`src/rtl/instruction_fetch.sv`:
```
// instruction_fetch: ARMv8 fetch stage.
// This module owns the program counter, drives the instruction-memory request,
// and loads the IF/ID pipeline register.
// A one-entry hold buffer captures a word that returns while the stage is stalled.
// Optional feature: define IFETCH_PERF_EN to build the fetched/bubble/flush
// counters and their output ports.
module instruction_fetch #(
  parameter logic [63:0] RESET_PC = 64'h0
) (
  input  logic        clock,
  input  logic        reset,
  input  logic        stall,
  input  logic        PCSrc,
  input  logic [63:0] branch_target,
  output logic [63:0] imem_addr,
  output logic        imem_req,
  input  logic        imem_ready,
  input  logic [31:0] imem_rdata,
  output logic [63:0] if_id_pc,
  output logic [63:0] if_id_pc_plus4,
  output logic [31:0] if_id_instruction,
  output logic        if_id_valid
`ifdef IFETCH_PERF_EN
  ,
  output logic [31:0] perf_fetched,
  output logic [31:0] perf_bubbles,
  output logic [31:0] perf_flushes
`endif
);

  typedef enum logic {
    RUN  = 1'b0,
    HELD = 1'b1
  } state_e;

  localparam logic [63:0] RESET_PC_ALIGNED = {RESET_PC[63:2], 2'b00};

  state_e      state_q, state_d;
  logic [63:0] pc_q, pc_d;
  logic [63:0] ifIdPc_q, ifIdPc_d;
  logic [31:0] ifIdInstr_q, ifIdInstr_d;
  logic        ifIdValid_q, ifIdValid_d;
  logic [63:0] holdPc_q, holdPc_d;
  logic [31:0] holdInstr_q, holdInstr_d;
  logic        loadValid;
  logic        bubble;
  logic [63:0] pcPlus4;
  logic        unusedTargetBits;

  // The two low target bits are dropped because instructions are word aligned.
  assign unusedTargetBits = ^branch_target[1:0];

  assign pcPlus4           = pc_q + 64'd4;
  assign imem_addr         = pc_q;
  assign imem_req          = reset && (state_q == RUN);
  assign if_id_pc          = ifIdPc_q;
  assign if_id_pc_plus4    = ifIdPc_q + 64'd4;
  assign if_id_instruction = ifIdInstr_q;
  assign if_id_valid       = ifIdValid_q;

  // Register the state, the PC, IF/ID and the hold buffer; reset drops everything.
  always_ff @(posedge clock or negedge reset) begin
    if (!reset) begin
      state_q     <= RUN;
      pc_q        <= RESET_PC_ALIGNED;
      ifIdPc_q    <= 64'h0;
      ifIdInstr_q <= 32'h0;
      ifIdValid_q <= 1'b0;
      holdPc_q    <= 64'h0;
      holdInstr_q <= 32'h0;
    end else begin
      state_q     <= state_d;
      pc_q        <= pc_d;
      ifIdPc_q    <= ifIdPc_d;
      ifIdInstr_q <= ifIdInstr_d;
      ifIdValid_q <= ifIdValid_d;
      holdPc_q    <= holdPc_d;
      holdInstr_q <= holdInstr_d;
    end
  end

  // Next-state logic: a redirect beats a stall, and a stall beats normal fetch.
  always_comb begin
    state_d     = state_q;
    pc_d        = pc_q;
    ifIdPc_d    = ifIdPc_q;
    ifIdInstr_d = ifIdInstr_q;
    ifIdValid_d = ifIdValid_q;
    holdPc_d    = holdPc_q;
    holdInstr_d = holdInstr_q;
    loadValid   = 1'b0;
    bubble      = 1'b0;
    if (PCSrc) begin
      pc_d        = {branch_target[63:2], 2'b00};
      ifIdValid_d = 1'b0;
      state_d     = RUN;
    end else begin
      unique case (state_q)
        RUN: begin
          if (!stall) begin
            if (imem_ready) begin
              ifIdPc_d    = pc_q;
              ifIdInstr_d = imem_rdata;
              ifIdValid_d = 1'b1;
              pc_d        = pcPlus4;
              loadValid   = 1'b1;
            end else begin
              ifIdValid_d = 1'b0;
              bubble      = 1'b1;
            end
          end else if (imem_ready) begin
            holdPc_d    = pc_q;
            holdInstr_d = imem_rdata;
            pc_d        = pcPlus4;
            state_d     = HELD;
          end
        end
        HELD: begin
          if (!stall) begin
            ifIdPc_d    = holdPc_q;
            ifIdInstr_d = holdInstr_q;
            ifIdValid_d = 1'b1;
            state_d     = RUN;
            loadValid   = 1'b1;
          end
        end
        default: state_d = RUN;
      endcase
    end
  end

`ifdef IFETCH_PERF_EN
  logic [31:0] fetched_q, bubbles_q, flushes_q;

  assign perf_fetched = fetched_q;
  assign perf_bubbles = bubbles_q;
  assign perf_flushes = flushes_q;

  // Count valid IF/ID loads, bubble cycles and redirects; each counter wraps freely.
  always_ff @(posedge clock or negedge reset) begin
    if (!reset) begin
      fetched_q <= 32'h0;
      bubbles_q <= 32'h0;
      flushes_q <= 32'h0;
    end else begin
      if (loadValid) fetched_q <= fetched_q + 32'd1;
      if (bubble)    bubbles_q <= bubbles_q + 32'd1;
      if (PCSrc)     flushes_q <= flushes_q + 32'd1;
    end
  end
`else
  logic unusedPerfFlags;
  assign unusedPerfFlags = loadValid ^ bubble;
`endif

endmodule

```
`config.mk`:
```
export PLATFORM = sky130hd
export DESIGN_NAME = instruction_fetch
export DESIGN_NICKNAME = d
export VERILOG_FILES = /design/src/rtl/instruction_fetch.sv
export SDC_FILE = /design/constraint.sdc
export NUM_CORES = 1
export LEC_CHECK = 0
export CAP_MARGIN = 30
export CORE_ASPECT_RATIO = 0.7
export CORE_MARGIN = 2
export CORE_UTILIZATION = 49
export DETAILED_ROUTE_END_ITERATION = 10
export PLACE_DENSITY = 0.9
export SLEW_MARGIN = 25
export SYNTH_ARGS = -nofsm -noshare
export SYNTH_HDL_FRONTEND = slang
export SYNTH_SLANG_ARGS = --single-unit
```
`constraint.sdc`:
```
create_clock -name clock -period 4 [get_ports clock]
set_input_delay 0.4 -clock clock [delete_from_list [all_inputs] [get_ports clock]]
set_output_delay 0.4 -clock clock [all_outputs]
set_load 0.01 [all_outputs]
```
# == Word-level counts from Yosys, hierarchy flattened ==
# Index checks and enable logic that the tools add are counted.
# op_classes
order_cmp,0
mux,20
shift,0
multipliers,0
eq_ne,6
n_bitwise,2
n_addsub,2
n_reduce_logical,6
n_div,0
# ops
operator,count
64-bit two-way mux,6
64-bit by 3-bit adder with 64-bit output (second input constant),2
64-bit one-hot mux with 2 select lines,1
32-bit two-way mux,3
32-bit one-hot mux with 2 select lines,1
2-bit inequality test (second input constant),4
4-bit AND reduction,2
1-bit two-way mux,7
3-bit inequality test (second input constant),2
1-bit one-hot mux with 2 select lines,2
2-bit AND reduction,2
1-bit inverter,2
2-bit nonzero test,1
1-bit logical AND,1
# totals
out_inout_bits,226
mem_count,0
word_cells,43
latch_bits,0
ram_bits,0
register_bits,258
input_bits,101
rom_bits,0

# == Depth between registers and ports, before layout ==
# Gate-level depths: netlist of run 1.
# depth
depth_word,4
mapped_depth,9
mapped_depth_nobuf,6

# == Worst setup path after synthesis of run 1 ==
# No wires, ideal clock.
# synth_timing
kind,flip-flop to flip-flop
start,"register pc_q[18], in the netlist imem_addr[18]"
end,"register pc_q[62], in the netlist imem_addr[62]"
setup_slack_ns,1.448
setup_time_ns,0.082
synth_period_minus_slack_ns,2.552
required_ns,3.918
stages_incl_launch_ff,9
t_arrival_ns,2.470
path_cell_list,dfrtp_1 -> buf_2 -> nand4_1 -> or3_1 -> buf_2 -> or4_4 -> buf_6 -> or4_1 -> a31oi_1
# synth_between
elab_chain_cells,4
# synth_lines
element,line,source
start: declaration,39,"logic [63:0] pc_q, pc_d;"
start signal: assignment,73,pc_q <= pc_d;
64-bit by 3-bit adder with 64-bit output,53,assign pcPlus4 = pc_q + 64'd4;
64-bit two-way mux,"101, 111",
64-bit two-way mux,98,unique case (state_q)
64-bit two-way mux,93,if (PCSrc) begin
# Every way passes these cells. The select of a mux whose other input is x is not followed.
# A chain may end at the register's enable or synchronous reset.

# == Final worst setup path of run 1 ==
# layout_timing
start,"register ifIdPc_q[12], in the netlist if_id_pc[12]"
end,output port if_id_pc_plus4[51]
# layout_between
elab_chain_cells,1
# layout_lines
element,line,source
start: declaration,40,"logic [63:0] ifIdPc_q, ifIdPc_d;"
start signal: assignment,74,ifIdPc_q <= ifIdPc_d;
64-bit by 3-bit adder with 64-bit output,57,assign if_id_pc_plus4 = ifIdPc_q + 64'd4;
end: declaration,20,"output logic [63:0] if_id_pc_plus4,"
# Every way passes these cells.

==> run_results.csv, run 1 <==
group,metric,value,unit
outcome,status,"complete, no violations",
finish,fin_util,67.0,%
finish,fin_nets,1641,
cts,cts_buffer_depth,3,
sta,finalSetupViolCount,0,
cts,clk_latency,550,ps
sta,worst_pin_slew,883,ps
finish,syn2layout_area_growth,34.7,%
cts,cts_num_sinks,252,
sta,max_slew_margin,41.1,%
place,portBuffers,318,
logic_synthesis,yosys_warnings,0,
finish,final_cell_mix,"316 x clkdlybuf4s50_1, 251 x dfrtp_1, 175 x nand2_1",
setup_path,critical_path_required,3600,ps
power_and_ir_drop,power_leakage,0.00684,µW
floorplan,die-area,27300,µm²
grt,grt_max_degree,148,
logic_synthesis,yosys.area_share.simple,16.9,%
logic_synthesis,synth_compound_area_share,7.24,%
drt,ant_nets,0,
finish,final_cell_area,17200,µm²
logic_synthesis,yosysSeqAreaShare,49.5,%
drt,first_iter_violations,752,
sta,max_clock_freq,0.264,GHz
logic_synthesis,syn_area,12700,µm²
logic_synthesis,synthMuxAreaShare,16.0,%
logic_synthesis,synthFlopType,"dfrtp_1",
floorplan,start_util,49.7,%
finish,drive_gt1_share,11.2,%
power_and_ir_drop,max-vdd-ir-drop,0.000371,V
logic_synthesis,synth_edf_count,0,
logic_synthesis,synth_top_family_by_area,"simple AND/OR/NAND/NOR gates",
power_and_ir_drop,powerDensity,480,nW/µm²
grt,grt_overflow,0,
sta,finalClockSkew,22.2,ps
floorplan,rows,49,
job,drv_cap,0,
logic_synthesis,avgSynthCellArea,10.1,µm²
floorplan,die-height,139,µm
sta,hold_viol,0,
sta,slew_viol_final,0,
sta,fin_crit,3790,ps
min_path,min_path_type,"primary input to async pin",
drt,first_pass_iters,5,
drt,avgViaCountPerCell,5.70,
setup_path,critPathArrivalTime,3390,ps
logic_synthesis,netlist_instances,1256,
logic_synthesis,ys_types,44,
place,dpl.hpwl,27200,µm
sta,fin_tns_setup,0,ps
setup_path,endpoint_kind,"output port",
logic_synthesis,synth-async-reset-ratio,100,%
cts,clk_pin_slew_worst_paths,70,ps
grt,antenna_found_initial,4,
logic_synthesis,synth-xor-area-share,6.88,%
sta,min_period_over_period,94.8,%
drt,wl,37700,µm
drt,dr_total_vias,10800,
sta,rsz0062_at_grt,"no",
setup_path,cp-start-kind,"flop",
floorplan,io_pins,327,
logic_synthesis,synth_fa_ha_area_share,0.196,%
place,place_congestion,0.908,
floorplan,coreArea,25600,µm²
finish,layout_commonest_cell,"clkdlybuf4s50_1",
cts,cts-root-buf,"clkbuf_16",
grt,grt_pass1_vias,10700,
floorplan,fp.dieW,197,µm
drt,drc,0,
grt,gr-usage-all-layers,27.4,%
drt,wl_per_cell,19.9,µm
cts,numCtsBuffers,26,
place,placed_cell_area,16100,µm²
setup_path,cp_max_fo,7,
setup_path,path_class,"flop to output port",
cts,htree_levels,1,
logic_synthesis,synth-seq-cells,252,
cts,cts_tree,"built",
grt,grt_pass1_wl,59100,µm
## per-layer routing
layer  routed length (µm)  vias to the layer above  GRT usage, %
met5                   26                        -             0
met4                 1370                        4          11.0
met3                 3030                       90          6.13
met2                17100                      454          42.1
met1                16100                     5242          38.0
li1                     -                     4986             -
## report_power, final
group	switching, µW	leakage [µW]	internal [µW]
Sequential	519	0.00306	3020
Clock	1070	0.000472	1670
Combinational	809	0.00330	1150
Total	2400	0.00684	5830
## registers in the layout, indices dropped and copies added, names as in the netlist
register / flops
holdPc_q: 62
if_id_pc: 62
imem_addr: 62
holdInstr_q: 32
if_id_instruction: 32
if_id_valid: 1
state_q: 1
## path summary, 6_finish.rpt
path	startpoint	end	slack, ps	cells after the start
hold reg to reg	if_id_instruction[0]	if_id_instruction[0]	480	2
setup / recovery	if_id_pc[12]	if_id_pc_plus4[51]	210	6
setup reg to reg	state_q	imem_addr[62]	780	5
min in group clock	PCSrc	imem_addr[39]	410	4
max in group asynchronous	reset	if_id_pc[48]	2570	3
hold / removal	reset	if_id_pc[11]	320	2
## metrics by stage
stage,setup WS (ps),std cells,hold WS (ps),total power [µW]
final,208,1891,321,8230
after global placement,744,1839,287,5420
after detailed placement,627,1839,290,5530
after global routing,69.1,1890,360,8580
after CTS,52.3,1888,321,8270
after floorplan,1450,1261,104,4310
## Yosys cell counts, types with 2 or more instances
master	number	area share, %
dfrtp_1	252	50
nand2_1	175	5.2
o21ai_0	144	5.7
mux2i_1	97	7.6
mux2_2	95	8.4
clkbuf_1	58	1.7
xnor2_1	55	3.8
nor2_1	51	1.5
nand3_1	49	1.9
xor2_1	45	3.1
nand4_1	41	2.0
nor3_1	30	1.2
nor4_1	19	0.93
and3_1	17	0.83
a31oi_1	16	0.79
buf_1	13	0.38
and4_1	11	0.76
inv_1	11	0.32
or3_1	11	0.54
or4_1	11	0.65
and2_1	8	0.39
buf_4	6	0.35
buf_2	5	0.20
nor2b_1	4	0.20
or2_2	4	0.20
a221o_1	3	0.24
o31ai_1	3	0.18
and4b_1	2	0.16
buf_6	2	0.18
ha_1	2	0.20
nor3b_1	2	0.12
o31a_1	2	0.14
## cell families (layout without fill, tap and decap cells)
kind of cell	count (synthesis)	count (layout)
compound gates	172	172
xor+xnor	100	100
fa+ha+maj	2	2
buf+inv	97	394
flops	252	252
mux	192	192
other cells	1	8
simple gates	440	440
## repair_timing
item | CTS | global route
setup endpoints to repair | 0 | 17
buffers inserted | 0 | 0
hold endpoints to repair | 35 | 0
resized for setup | 0 | 4
hold buffers | 1 | 0
## area by class of cell
class	count	area, µm²
antenna	2	5.00
clock buffer	31	709
clock inverter	17	269
fill	1902	8470
inverter	12	45.0
multi-input combinational	912	6070
sequential	252	6310
tap	331	414
timing repair buffer	334	3340
## critical path: stages (launching register included)
cell	delay (ps)
dfrtp_1	460
nand4_1	410
nor3_2	500
nand3_1	380
nor3_1	380
xnor2_1	170
clkdlybuf4s50_1	560
No activity file was read; power rests on OpenSTA's default activity.
==> run 2: changes to the inputs <==
- clock period: 4 -> 4.14 ns (I/O delays scaled with it)
==> run_results.csv, run 2 (synthesis results as in run 1) <==
group,metric,value,unit
finish,layout_commonest_cell,"clkdlybuf4s50_1",
floorplan,die-height,139,µm
drt,wl,37500,µm
sta,finalSetupViolCount,0,
sta,rsz0062_at_grt,"no",
cts,clk_latency,540,ps
floorplan,coreArea,25600,µm²
sta,finalClockSkew,16.7,ps
drt,avgViaCountPerCell,5.75,
floorplan,io_pins,327,
job,drv_cap,0,
setup_path,cp_max_fo,8,
grt,gr-usage-all-layers,27.0,%
setup_path,crit_path_end,"if_id_pc_plus4[60]",
setup_path,timing.rr.start,"imem_addr[3]",
grt,grt_overflow,0,
floorplan,start_util,49.7,%
place,portBuffers,318,
setup_path,worstReg2RegEnd,"imem_addr[62]",
drt,drc,0,
finish,drive_gt1_share,10.1,%
setup_path,critical_path_required,3730,ps
drt,topRoutingLayerUsed,"met5",
cts,post_cts_buffers,0,
grt,grt_pass1_wl,58100,µm
drt,route.met3.wl,3170,µm
grt,grt_max_degree,152,
cts,cts_tree,"built",
finish,seq_area,6310,µm²
setup_path,endpoint_kind,"output port",
setup_path,rrSetupSlack,980,ps
place,dpl.hpwl,27000,µm
power_and_ir_drop,max-vdd-ir-drop,0.000305,V
floorplan,die-area,27300,µm²
sta,worst_pin_slew,950,ps
finish,nFillCells,1911,
finish,multi_input_area,6060,µm²
setup_path,critPathArrivalTime,3520,ps
drt,wl_per_cell,19.9,µm
finish,fin_nets,1639,
drt,dr_total_vias,10800,
power_and_ir_drop,powerDensity,443,nW/µm²
grt,grt_pass1_vias,10500,
outcome,status,"complete, no violations",
setup_path,startpoint,"if_id_pc[12]",
drt,ant_nets,0,
finish,syn2layout_area_growth,33.1,%
sta,min_period_over_period,95.1,%
setup_path,rr_worst_depth,6,
cts,htree_levels,1,
sta,fin_crit,3940,ps
place,place_congestion,0.921,
sta,fin_tns_setup,0,ps
power_and_ir_drop,power_leakage,0.00674,µW
floorplan,rows,49,
setup_path,path_class,"flop to output port",
cts,cts_num_sinks,252,
power_and_ir_drop,finalPower,7510,µW
sta,hold_viol,0,
cts,clk_pin_slew_worst_paths,60,ps
min_path,min_path_type,"primary input to flop",
sta,max_slew_margin,36.7,%
sta,slew_viol_final,0,
cts,cts_buffer_depth,3,
finish,fin_util,66.2,%
finish,final_cell_mix,"316 x clkdlybuf4s50_1, 251 x dfrtp_1, 175 x nand2_1",
floorplan,fp.dieW,197,µm
cts,numCtsBuffers,26,
drt,wl_met2,16600,µm
grt,antenna_found_initial,4,
drt,first_iter_violations,888,
sta,max_clock_freq,0.254,GHz
cts,cts-root-buf,"clkbuf_16",
drt,first_pass_iters,5,
setup_path,cp-start-kind,"flop",
drt,wl_met1,16300,µm
[run 2: final cells by class]
| type | count | area share (%) |
|---|---|---|
| Multi-Input combinational cell | 912 | 35.7 |
| Clock inverter | 2 | 0.140 |
| Tap cell | 331 | 2.44 |
| Antenna cell | 2 | 0.0295 |
| Inverter | 12 | 0.266 |
| Clock buffer | 39 | 4.48 |
| Sequential cell | 252 | 37.2 |
| Timing Repair Buffer | 332 | 19.7 |
[run 2: routing by layer]
layer | vias up | global-route usage (%)
met5 | - | 0
met4 | 4 | 10.1
met3 | 97 | 5.50
met2 | 507 | 40.8
met1 | 5240 | 38.6
li1 | 4976 | -
[run 2: report_power, final]
group          internal [µW]  leakage (µW)  switching (µW)  total [µW]
logic                   1110       0.00329             778        1890
clock network           1250      0.000379             952        2200
registers               2920       0.00306             504        3420
total                   5280       0.00674            2230        7510
[run 2: critical path, cell delays in order, from the launching register on]
cell             delay, ps
dfrtp_1                470
nand4_1                390
nor2_1                 480
nand3_1                430
nor4_1                 460
xor2_1                 180
clkdlybuf4s50_1        560
[run 2: how the worst min path moves through the flow]
stage	start	end	depth (start not counted)
6_report	PCSrc	imem_addr[25]	3
5_1_grt	PCSrc	imem_addr[25]	3
4_1_cts	PCSrc	imem_addr[25]	3
3_5_place_dp	reset	holdPc_q[13]	1
3_3_place_gp	reset	holdPc_q[13]	1
2_1_floorplan	reset	holdInstr_q[0]	0
[run 2: per-stage QoR]
stage	cells	hold slack, ps	instance area [µm²]	worst slack, ps
5_1_grt	1881	217	17000	75.7
4_1_cts	1879	198	16900	184
3_5_place_dp	1837	311	16100	780
3_3_place_gp	1837	309	16100	874
2_1_floorplan	1261	118	12800	1590
6_report	1882	212	17000	202
[run 2: timing repair]
action                                 CTS  global route
endpoints found under the hold margin   37             0
setup endpoints to repair                0             7
gates resized for setup                  0             1
hold buffers                             1             0
==> run 3: changes to the inputs <==
- PLACE_DENSITY: 0.9 -> 0.8
==> run_results.csv, run 3 (synthesis results as in run 1) <==
group,metric,value,unit
finish,layout_commonest_cell,"clkdlybuf4s50_1",
grt,grt_pass1_vias,10500,
drt,first_iter_violations,887,
grt,antenna_found_initial,7,
setup_path,path_class,"flop to output port",
finish,fin_nets,1642,
sta,finalClockSkew,22.0,ps
cts,clk_latency,540,ps
floorplan,die-area,27300,µm²
cts,post_cts_buffers,0,
floorplan,io_pins,327,
drt,avgViaCountPerCell,5.64,
grt,grt_max_degree,105,
floorplan,coreArea,25600,µm²
floorplan,start_util,49.7,%
finish,drive_gt1_share,10.8,%
drt,drc,0,
cts,clk_pin_slew_worst_paths,60,ps
min_path,min_path_type,"primary input to flop",
finish,final_cell_mix,"316 x clkdlybuf4s50_1, 251 x dfrtp_1, 175 x nand2_1",
sta,worst_pin_slew,869,ps
finish,syn2layout_area_growth,34.9,%
sta,max_slew_margin,42.1,%
sta,finalSetupViolCount,0,
setup_path,cp-start-kind,"flop",
grt,gr-usage-all-layers,26.9,%
sta,min_period_over_period,94.1,%
cts,htree_levels,1,
place,portBuffers,318,
outcome,status,"complete, no violations",
sta,fin_tns_setup,0,ps
floorplan,fp.dieW,197,µm
sta,fin_ws,243,ps
grt,grt_pass1_wl,58400,µm
setup_path,cp_max_fo,8,
drt,wl_per_cell,19.4,µm
floorplan,rows,49,
job,drv_cap,0,
cts,cts_tree,"built",
sta,fin_crit,3900,ps
grt,grt_overflow,0,
finish,fin_util,67.0,%
power_and_ir_drop,power_leakage,0.00685,µW
finish,nFillCells,1952,
setup_path,endpoint_kind,"output port",
power_and_ir_drop,powerDensity,461,nW/µm²
cts,numCtsBuffers,26,
drt,ant_nets,0,
setup_path,critPathArrivalTime,3480,ps
finish,seq_area,6310,µm²
finish,multi_input_area,6060,µm²
cts,cts-root-buf,"clkbuf_16",
cts,cts_buffer_depth,3,
drt,dr_total_vias,10700,
power_and_ir_drop,finalPower,7920,µW
place,dpl.hpwl,26600,µm
place,dp_worst_setup_slack,820,ps
power_and_ir_drop,max-vdd-ir-drop,0.000309,V
place,place_congestion,0.894,
sta,hold_viol,0,
cts,cts_num_sinks,252,
sta,rsz0062_at_grt,"no",
floorplan,die-height,139,µm
sta,slew_viol_final,0,
drt,wl,36800,µm
drt,first_pass_iters,5,
sta,max_clock_freq,0.257,GHz
setup_path,critical_path_required,3730,ps
## run 3: metal layers
layer	track usage [%]	share of wire, %	vias up
met5	0	0.065	-
li1	-	-	4999
met3	6.10	8.7	78
met2	40.2	43	430
met4	8.67	3.0	4
met1	39.3	45	5179
## run 3: per-stage QoR
step	std cells	area [µm²]	hold WS, ps
floorplan	1261	12800	118
CTS	1889	17100	421
global route	1892	17200	445
detailed placement	1840	16200	469
finish	1895	17200	432
global placement	1839	16100	461
## run 3: worst max-delay path: stages (launching register included)
cell and delay [ps]:
dfrtp_1 450, nand4_1 390, nor2_1 490, nand3_1 420, nor4_1 440, xor2_1 210, clkdlybuf4s50_1 560
## run 3: layout make-up
class                           count  share of cell area (%)
Tap cell                          331                    2.41
Antenna cell                        5                  0.0728
Multi-Input combinational cell    912                    35.2
Clock inverter                     12                    1.30
Sequential cell                   252                    36.7
Clock buffer                       36                    4.36
Timing Repair Buffer              335                    19.6
Inverter                           12                   0.262
## run 3: path summary, 6_finish.rpt
path / cells after the start / start / slack, ps / endpoint
worst max-delay path: 6 / if_id_pc[12] / 240 / if_id_pc_plus4[52]
worst min-delay path: 3 / branch_target[29] / 430 / imem_addr[29]
worst max register to register: 6 / imem_addr[3] / 1090 / imem_addr[62]
worst min register to register: 2 / if_id_instruction[25] / 480 / if_id_instruction[25]
max in group asynchronous: 4 / reset / 2360 / if_id_pc[55]
min in group asynchronous: 2 / reset / 500 / imem_addr[12]
## run 3: what timing repair did
item | CTS | global route
endpoints found under the setup margin | 0 | 3
hold buffers | 1 | 0
endpoints found under the hold margin | 88 | 0
gates resized for setup | 0 | 1
## run 3: power breakdown
part           internal (µW)  total (µW)  switching (µW)
logic                   1110        1880             770
clock network           1640        2630             993
registers               2910        3410             493
total                   5660        7920            2250
